### src/rtl/mac_rx.sv
// Receive-side Ethernet MAC: strips preamble/SFD, filters on destination MAC,
// captures source MAC and EtherType, and streams the payload with an FCS verdict.
//
// state  | meaning
// IDLE   | waiting for the first preamble byte
// PRE    | inside preamble, counting 0x55 bytes (max 7) until SFD
// DST    | shifting in destination MAC, compared on the 6th byte
// SRC    | shifting in source MAC into shadow register
// TYPE   | EtherType bytes; header outputs commit on the 2nd byte
// DATA   | payload (and FCS) through the delay line
// DROP   | discarding the rest of a rejected burst
module mac_rx #(
  parameter logic [47:0] P_LOCAL_MAC = 48'h00_00_00_00_00_00,
  parameter int          P_CRC_CHECK = 1
) (
  input  logic        i_clk,
  input  logic        i_rst,
  input  logic [7:0]  i_GMII_data,
  input  logic        i_GMII_valid,
  output logic [47:0] o_recv_source_mac,
  output logic [15:0] o_recv_type,
  output logic [7:0]  o_recv_data,
  output logic        o_recv_valid,
  output logic        o_recv_last,
  output logic        o_recv_crc_err
);

  typedef enum logic [2:0] {
    S_IDLE,
    S_PRE,
    S_DST,
    S_SRC,
    S_TYPE,
    S_DATA,
    S_DROP
  } state_t;

  localparam logic [47:0] BCAST_MAC = 48'hFFFF_FFFF_FFFF;
  localparam logic [31:0] CRC_INIT  = 32'hFFFF_FFFF;
  localparam logic [31:0] CRC_GOOD  = 32'hDEBB_20E3;
  // The FCS trails the payload by 4 bytes, so 5 bytes must be held before the
  // oldest is known to be payload; without FCS one byte of lookahead finds last.
  localparam logic [2:0]  DLY_DEPTH = (P_CRC_CHECK != 0) ? 3'd5 : 3'd1;
  localparam int          OLDEST    = (P_CRC_CHECK != 0) ? 4 : 0;

  state_t      state_q, state_d;
  logic [2:0]  pre_cnt_q, pre_cnt_d;
  logic [2:0]  hdr_cnt_q, hdr_cnt_d;
  logic [39:0] dst_q, dst_d;
  logic [47:0] src_q, src_d;
  logic [7:0]  type_hi_q, type_hi_d;
  logic [7:0]  dly_q [5];
  logic [7:0]  dly_d [5];
  logic [2:0]  dly_cnt_q, dly_cnt_d;
  logic [31:0] crc_q, crc_d;
  logic [47:0] src_mac_q, src_mac_d;
  logic [15:0] type_q, type_d;
  logic [7:0]  data_q, data_d;
  logic        valid_q, valid_d;
  logic        last_q, last_d;
  logic        err_q, err_d;
  logic [31:0] crc_upd;

  function automatic logic [31:0] crc_byte(input logic [31:0] crc, input logic [7:0] data);
    logic [31:0] r;
    r = crc ^ {24'h0, data};
    for (int i = 0; i < 8; i++) begin
      r = r[0] ? ((r >> 1) ^ 32'hEDB8_8320) : (r >> 1);
    end
    return r;
  endfunction

  assign crc_upd = crc_byte(crc_q, i_GMII_data);

  always_comb begin
    state_d   = state_q;
    pre_cnt_d = pre_cnt_q;
    hdr_cnt_d = hdr_cnt_q;
    dst_d     = dst_q;
    src_d     = src_q;
    type_hi_d = type_hi_q;
    dly_d     = dly_q;
    dly_cnt_d = dly_cnt_q;
    crc_d     = crc_q;
    src_mac_d = src_mac_q;
    type_d    = type_q;
    data_d    = data_q;
    valid_d   = 1'b0;
    last_d    = 1'b0;
    err_d     = 1'b0;

    case (state_q)
      S_IDLE: begin
        if (i_GMII_valid) begin
          if (i_GMII_data == 8'h55) begin
            state_d   = S_PRE;
            pre_cnt_d = 3'd1;
          end else begin
            state_d = S_DROP;
          end
        end
      end

      S_PRE: begin
        if (!i_GMII_valid) begin
          state_d = S_IDLE;
        end else if (i_GMII_data == 8'hD5) begin
          state_d   = S_DST;
          hdr_cnt_d = 3'd0;
          crc_d     = CRC_INIT;
        end else if (i_GMII_data == 8'h55 && pre_cnt_q < 3'd7) begin
          pre_cnt_d = pre_cnt_q + 3'd1;
        end else begin
          state_d = S_DROP;
        end
      end

      S_DST: begin
        if (!i_GMII_valid) begin
          state_d = S_IDLE;
        end else begin
          crc_d = crc_upd;
          dst_d = {dst_q[31:0], i_GMII_data};
          if (hdr_cnt_q == 3'd5) begin
            hdr_cnt_d = 3'd0;
            if ({dst_q, i_GMII_data} == P_LOCAL_MAC || {dst_q, i_GMII_data} == BCAST_MAC) begin
              state_d = S_SRC;
            end else begin
              state_d = S_DROP;
            end
          end else begin
            hdr_cnt_d = hdr_cnt_q + 3'd1;
          end
        end
      end

      S_SRC: begin
        if (!i_GMII_valid) begin
          state_d = S_IDLE;
        end else begin
          crc_d = crc_upd;
          src_d = {src_q[39:0], i_GMII_data};
          if (hdr_cnt_q == 3'd5) begin
            hdr_cnt_d = 3'd0;
            state_d   = S_TYPE;
          end else begin
            hdr_cnt_d = hdr_cnt_q + 3'd1;
          end
        end
      end

      S_TYPE: begin
        if (!i_GMII_valid) begin
          state_d = S_IDLE;
        end else begin
          crc_d = crc_upd;
          if (hdr_cnt_q == 3'd0) begin
            type_hi_d = i_GMII_data;
            hdr_cnt_d = 3'd1;
          end else begin
            src_mac_d = src_q;
            type_d    = {type_hi_q, i_GMII_data};
            dly_cnt_d = 3'd0;
            state_d   = S_DATA;
          end
        end
      end

      S_DATA: begin
        if (i_GMII_valid) begin
          crc_d    = crc_upd;
          dly_d[0] = i_GMII_data;
          for (int i = 1; i < 5; i++) begin
            dly_d[i] = dly_q[i-1];
          end
          // Fill count saturates at the line depth, so long frames never wrap.
          if (dly_cnt_q == DLY_DEPTH) begin
            valid_d = 1'b1;
            data_d  = dly_q[OLDEST];
          end else begin
            dly_cnt_d = dly_cnt_q + 3'd1;
          end
        end else begin
          state_d = S_IDLE;
          if (dly_cnt_q == DLY_DEPTH) begin
            valid_d = 1'b1;
            last_d  = 1'b1;
            data_d  = dly_q[OLDEST];
            err_d   = (P_CRC_CHECK != 0) && (crc_q != CRC_GOOD);
          end
        end
      end

      S_DROP: begin
        if (!i_GMII_valid) begin
          state_d = S_IDLE;
        end
      end

      default: state_d = S_IDLE;
    endcase
  end

  always_ff @(posedge i_clk or negedge i_rst) begin
    if (!i_rst) begin
      state_q   <= S_IDLE;
      pre_cnt_q <= '0;
      hdr_cnt_q <= '0;
      dst_q     <= '0;
      src_q     <= '0;
      type_hi_q <= '0;
      for (int i = 0; i < 5; i++) begin
        dly_q[i] <= '0;
      end
      dly_cnt_q <= '0;
      crc_q     <= CRC_INIT;
      src_mac_q <= '0;
      type_q    <= '0;
      data_q    <= '0;
      valid_q   <= 1'b0;
      last_q    <= 1'b0;
      err_q     <= 1'b0;
    end else begin
      state_q   <= state_d;
      pre_cnt_q <= pre_cnt_d;
      hdr_cnt_q <= hdr_cnt_d;
      dst_q     <= dst_d;
      src_q     <= src_d;
      type_hi_q <= type_hi_d;
      for (int i = 0; i < 5; i++) begin
        dly_q[i] <= dly_d[i];
      end
      dly_cnt_q <= dly_cnt_d;
      crc_q     <= crc_d;
      src_mac_q <= src_mac_d;
      type_q    <= type_d;
      data_q    <= data_d;
      valid_q   <= valid_d;
      last_q    <= last_d;
      err_q     <= err_d;
    end
  end

  assign o_recv_source_mac = src_mac_q;
  assign o_recv_type       = type_q;
  assign o_recv_data       = data_q;
  assign o_recv_valid      = valid_q;
  assign o_recv_last       = last_q;
  assign o_recv_crc_err    = err_q;

endmodule

### config.mk
export PLATFORM = sky130hd
export DESIGN_NAME = mac_rx
export DESIGN_NICKNAME = d
export VERILOG_FILES = /design/src/rtl/mac_rx.sv
export SDC_FILE = /design/constraint.sdc
export NUM_CORES = 1
export LEC_CHECK = 0
export CELL_PAD_IN_SITES_DETAIL_PLACEMENT = 0
export CELL_PAD_IN_SITES_GLOBAL_PLACEMENT = 1
export CORE_UTILIZATION = 51
export CTS_BUF_LIST = sky130_fd_sc_hd__clkbuf_8 sky130_fd_sc_hd__clkbuf_16
export CTS_CLUSTER_SIZE = 12
export DETAILED_ROUTE_END_ITERATION = 16
export GPL_TIMING_DRIVEN = 0
export PLACE_DENSITY = 0.82
export SYNTH_ARGS = -nofsm -noshare
export SYNTH_HDL_FRONTEND = slang
export SYNTH_SLANG_ARGS = --single-unit
export TNS_END_PERCENT = 1
### constraint.sdc
create_clock -name i_clk -period 4.4 [get_ports i_clk]
set_clock_uncertainty 0.05 [all_clocks]
set_input_delay 0.44 -clock i_clk [delete_from_list [all_inputs] [get_ports i_clk]]
set_output_delay 0.44 -clock i_clk [all_outputs]
set_load 0.01 [all_outputs]
==> flow_metrics.tcl <==
set metrics [dict create \
    finalSetupViolCount 0 \
    cts-htree-levels 1 \
    numPortBuffers 78 \
    cts_tree "built" \
    ys_warn_count 0 \
    multi_input_area_um2 4274 \
    gp_congestion 0.8639 \
    cts_buffers 27 \
    irDropWorstVdd_mv 0.5514 \
    drive_above_1_share_pct 26.11 \
    synthFlopType "dfrtp_1" \
    status "finished, final reports clean" \
    timing.hold.ws_ps 141.1 \
    cp_slowest_cell "buf_1" \
    vias 7002 \
    dieArea_um2 22020 \
    crit_chain "clkbuf_1, nor2b_1, and2_1, nand2_1, buf_2, buf_1, mux2_2" \
    n_antenna_cell 0 \
    start_kind "flop" \
    critical_path_class "reg2reg" \
    clockRootBuffer "clkbuf_16" \
    powerDensity_nw_per_um2 669.6 \
    syn_nets 903 \
    timing.fmax_ghz 0.3884 \
    slew_headroom_pct 38.20 \
    post_drt_wl_per_cell_um 17.53 \
    area_growth_pct 18.20 \
    stdcell_count 1290 \
    slowest_delay_ps 510 \
    grt_pass1_wl_mm 36.96 \
    dp_cells 1244 \
    grt_pass1_vias 6887 \
    cts_resized 0 \
    syn_area_um2 10930 \
    fin_crit_sh_pct 58.52 \
    worstPathArrival_ps 2930 \
    period_minus_slack_ps 2575 \
    holdBufCountCts 1 \
    hold_class "in2reg" \
    clockBufferDepth 3 \
    synth_edf_count 0 \
    grt_antenna_before_repair 0 \
    core_area_um2 21020 \
    wl_mm 22.61 \
    drt_iter0_drc 284 \
    initial_core_util_pct 51.99 \
    clock-sinks 255 \
    place_area_um2 12110 \
    final_hold_viol_count 0 \
    synthDistinctLibCells 59 \
    rows 53 \
    grt.total_usage_pct 21.19 \
    avgSynthCellArea_um2 12.29 \
    regArea_um2 6421 \
    route.detailed.drc 0 \
    cp_top_family "buffers and inverters" \
    synth-seq-cells 255 \
    die_x_um 148.4 \
    syn_inst 889 \
    clk_latency_ps 520 \
    cts.clk_slew.worst_paths_ps 60 \
    required_ps 4750 \
    pin_count 86 \
    cap_viol_max_count 0 \
    rrSetupSlack_ps 1830 \
    post_cts_buffers 0 \
    die_h_um 148.4 \
    grt_overflow 0 \
    endpoint_kind "flop" \
    routed_via_density 5.428 \
    rsz0062_at_grt "no" \
    ys_seq_area_share_pct 58.76 \
    drt-pass1-iter-count 5 \
    hpwl_mm 15.28 \
    leakage_nw 5.976 \
    path_buf_inv 3 \
    layout.nets 1013 \
    worstMarginPinSlew_ps 920.4 \
    grt_max_degree 124 \
    worst-path-max-fanout 10 \
    synth-async-reset-ratio_pct 100.0 \
    n_fill_cell 1710 \
    slew_viol_final 0 \
    design_area_um2 12920 \
    setup_tns_ps 0 \
    drtAntennaViolNets 0 \
]
## cell families after synthesis
logic type | after synthesis | share of synthesized area (%)
AO/OA/AOI/OAI | 79 | 5.027
XOR/XNOR | 69 | 6.091
adder cells (fa/ha/maj) | 3 | 0.3435
buffers and inverters | 51 | 2.130
flip-flops | 255 | 58.76
multiplexers | 159 | 16.36
AND/OR/NAND/NOR | 273 | 11.29
## worst paths after layout
path | end | cells after the start | start
min in group asynchronous | o_recv_source_mac[36] | 2 | i_rst
setup / recovery | src_q[39] | 7 | state_q[1]
setup reg to reg | src_q[39] | 7 | state_q[1]
max in group asynchronous | o_recv_data[6] | 3 | i_rst
hold reg to reg | dly_q[18] | 2 | dly_q[26]
hold / removal | dly_q[33] | 3 | i_GMII_data[1]
## routing by layer
layer | track usage [%] | vias up | part of all wire (%) | routed length (um)
met5 | 0 | - | 0 | 0
met4 | 4.742 | 0 | 1.3 | 287
met3 | 3.006 | 29 | 3.9 | 888
met2 | 33.87 | 154 | 47 | 10570
met1 | 30.77 | 3513 | 48 | 10870
li1 | - | 3306 | - | -
## report_power, final
part | internal, mW | total (mW) | switching (mW)
Clock | 1.17 | 2.04 | 0.873
Combinational | 1.55 | 3.04 | 1.49
Sequential | 3.05 | 3.57 | 0.515
## worst min-delay path, cell delays in order
cell     delay [ps]
buf_6           130
nand2_1          60
nand2_1          40
## layout by cell type, fill, tap and decap left out, types with 6 or more instances in the layout
cell             count
a21oi_1             24
buf_1                8
buf_2                6
clkbuf_1            25
clkbuf_16           27
clkdlybuf4s50_1     77
dfrtp_1            223
dfstp_2             32
inv_1               12
mux2_2             157
nand2_1            165
nand3_1              6
nand4_1             15
nor2_1              32
nor3_1               7
nor4_1              17
o21ai_0             16
o22a_2               6
xnor2_1             43
xor2_1              19
## registers in the layout (all words and copies together), names as in the netlist
signal / count
hdr_cnt_q: 3
o_recv_last: 1
o_recv_crc_err: 1
o_recv_source_mac: 48
o_recv_data: 8
dst_q: 40
crc_q: 32
dly_cnt_q: 3
o_recv_valid: 1
state_q: 3
src_q: 48
dly_q: 40
o_recv_type: 16
pre_cnt_q: 3
type_hi_q: 8
## layout make-up
cell class	count	share of cell area (%)
plain buffers	44	1.598
clock buffers	31	5.657
clock inverters	14	0.4940
inverters	7	0.2034
multi-input cells	583	33.09
flip-flops and latches	255	49.71
well taps	275	2.664
repair buffers	81	6.587
## per-stage QoR
step	setup WS, ps	total power, mW	utilization [%]
finish	1825	8.650	61.45
global route	1638	9.162	61.45
CTS	1791	8.723	61.45
detailed placement	1367	6.634	57.62
global placement	-7934	6.576	57.34
floorplan	2096	5.746	-
## Yosys cell counts (3+ instances only)
library cell / count / area [um2]
nand4b_1: 5 / 43.79
nor3_1: 7 / 35.03
mux2_2: 157 / 1768
o22a_2: 6 / 60.06
ha_1: 3 / 37.54
buf_1: 8 / 30.03
xnor2_1: 43 / 376.6
a21o_1: 3 / 22.52
dfstp_2: 32 / 840.8
a21oi_1: 24 / 120.1
nand3_1: 6 / 30.03
buf_6: 4 / 45.04
xor2_1: 19 / 166.4
nand4_1: 15 / 93.84
nor2_2: 5 / 31.28
or3_1: 3 / 18.77
nand2_1: 165 / 619.3
buf_2: 6 / 30.03
nor2_1: 32 / 120.1
inv_1: 6 / 22.52
o21ai_0: 16 / 80.08
o22a_1: 3 / 26.28
o31ai_1: 4 / 30.03
a31oi_1: 4 / 25.02
clkbuf_1: 25 / 93.84
and2_1: 3 / 18.77
nor4_1: 17 / 106.4
dfrtp_1: 223 / 5580
xnor2_2: 5 / 81.33
(Power assumes the default switching activity.)
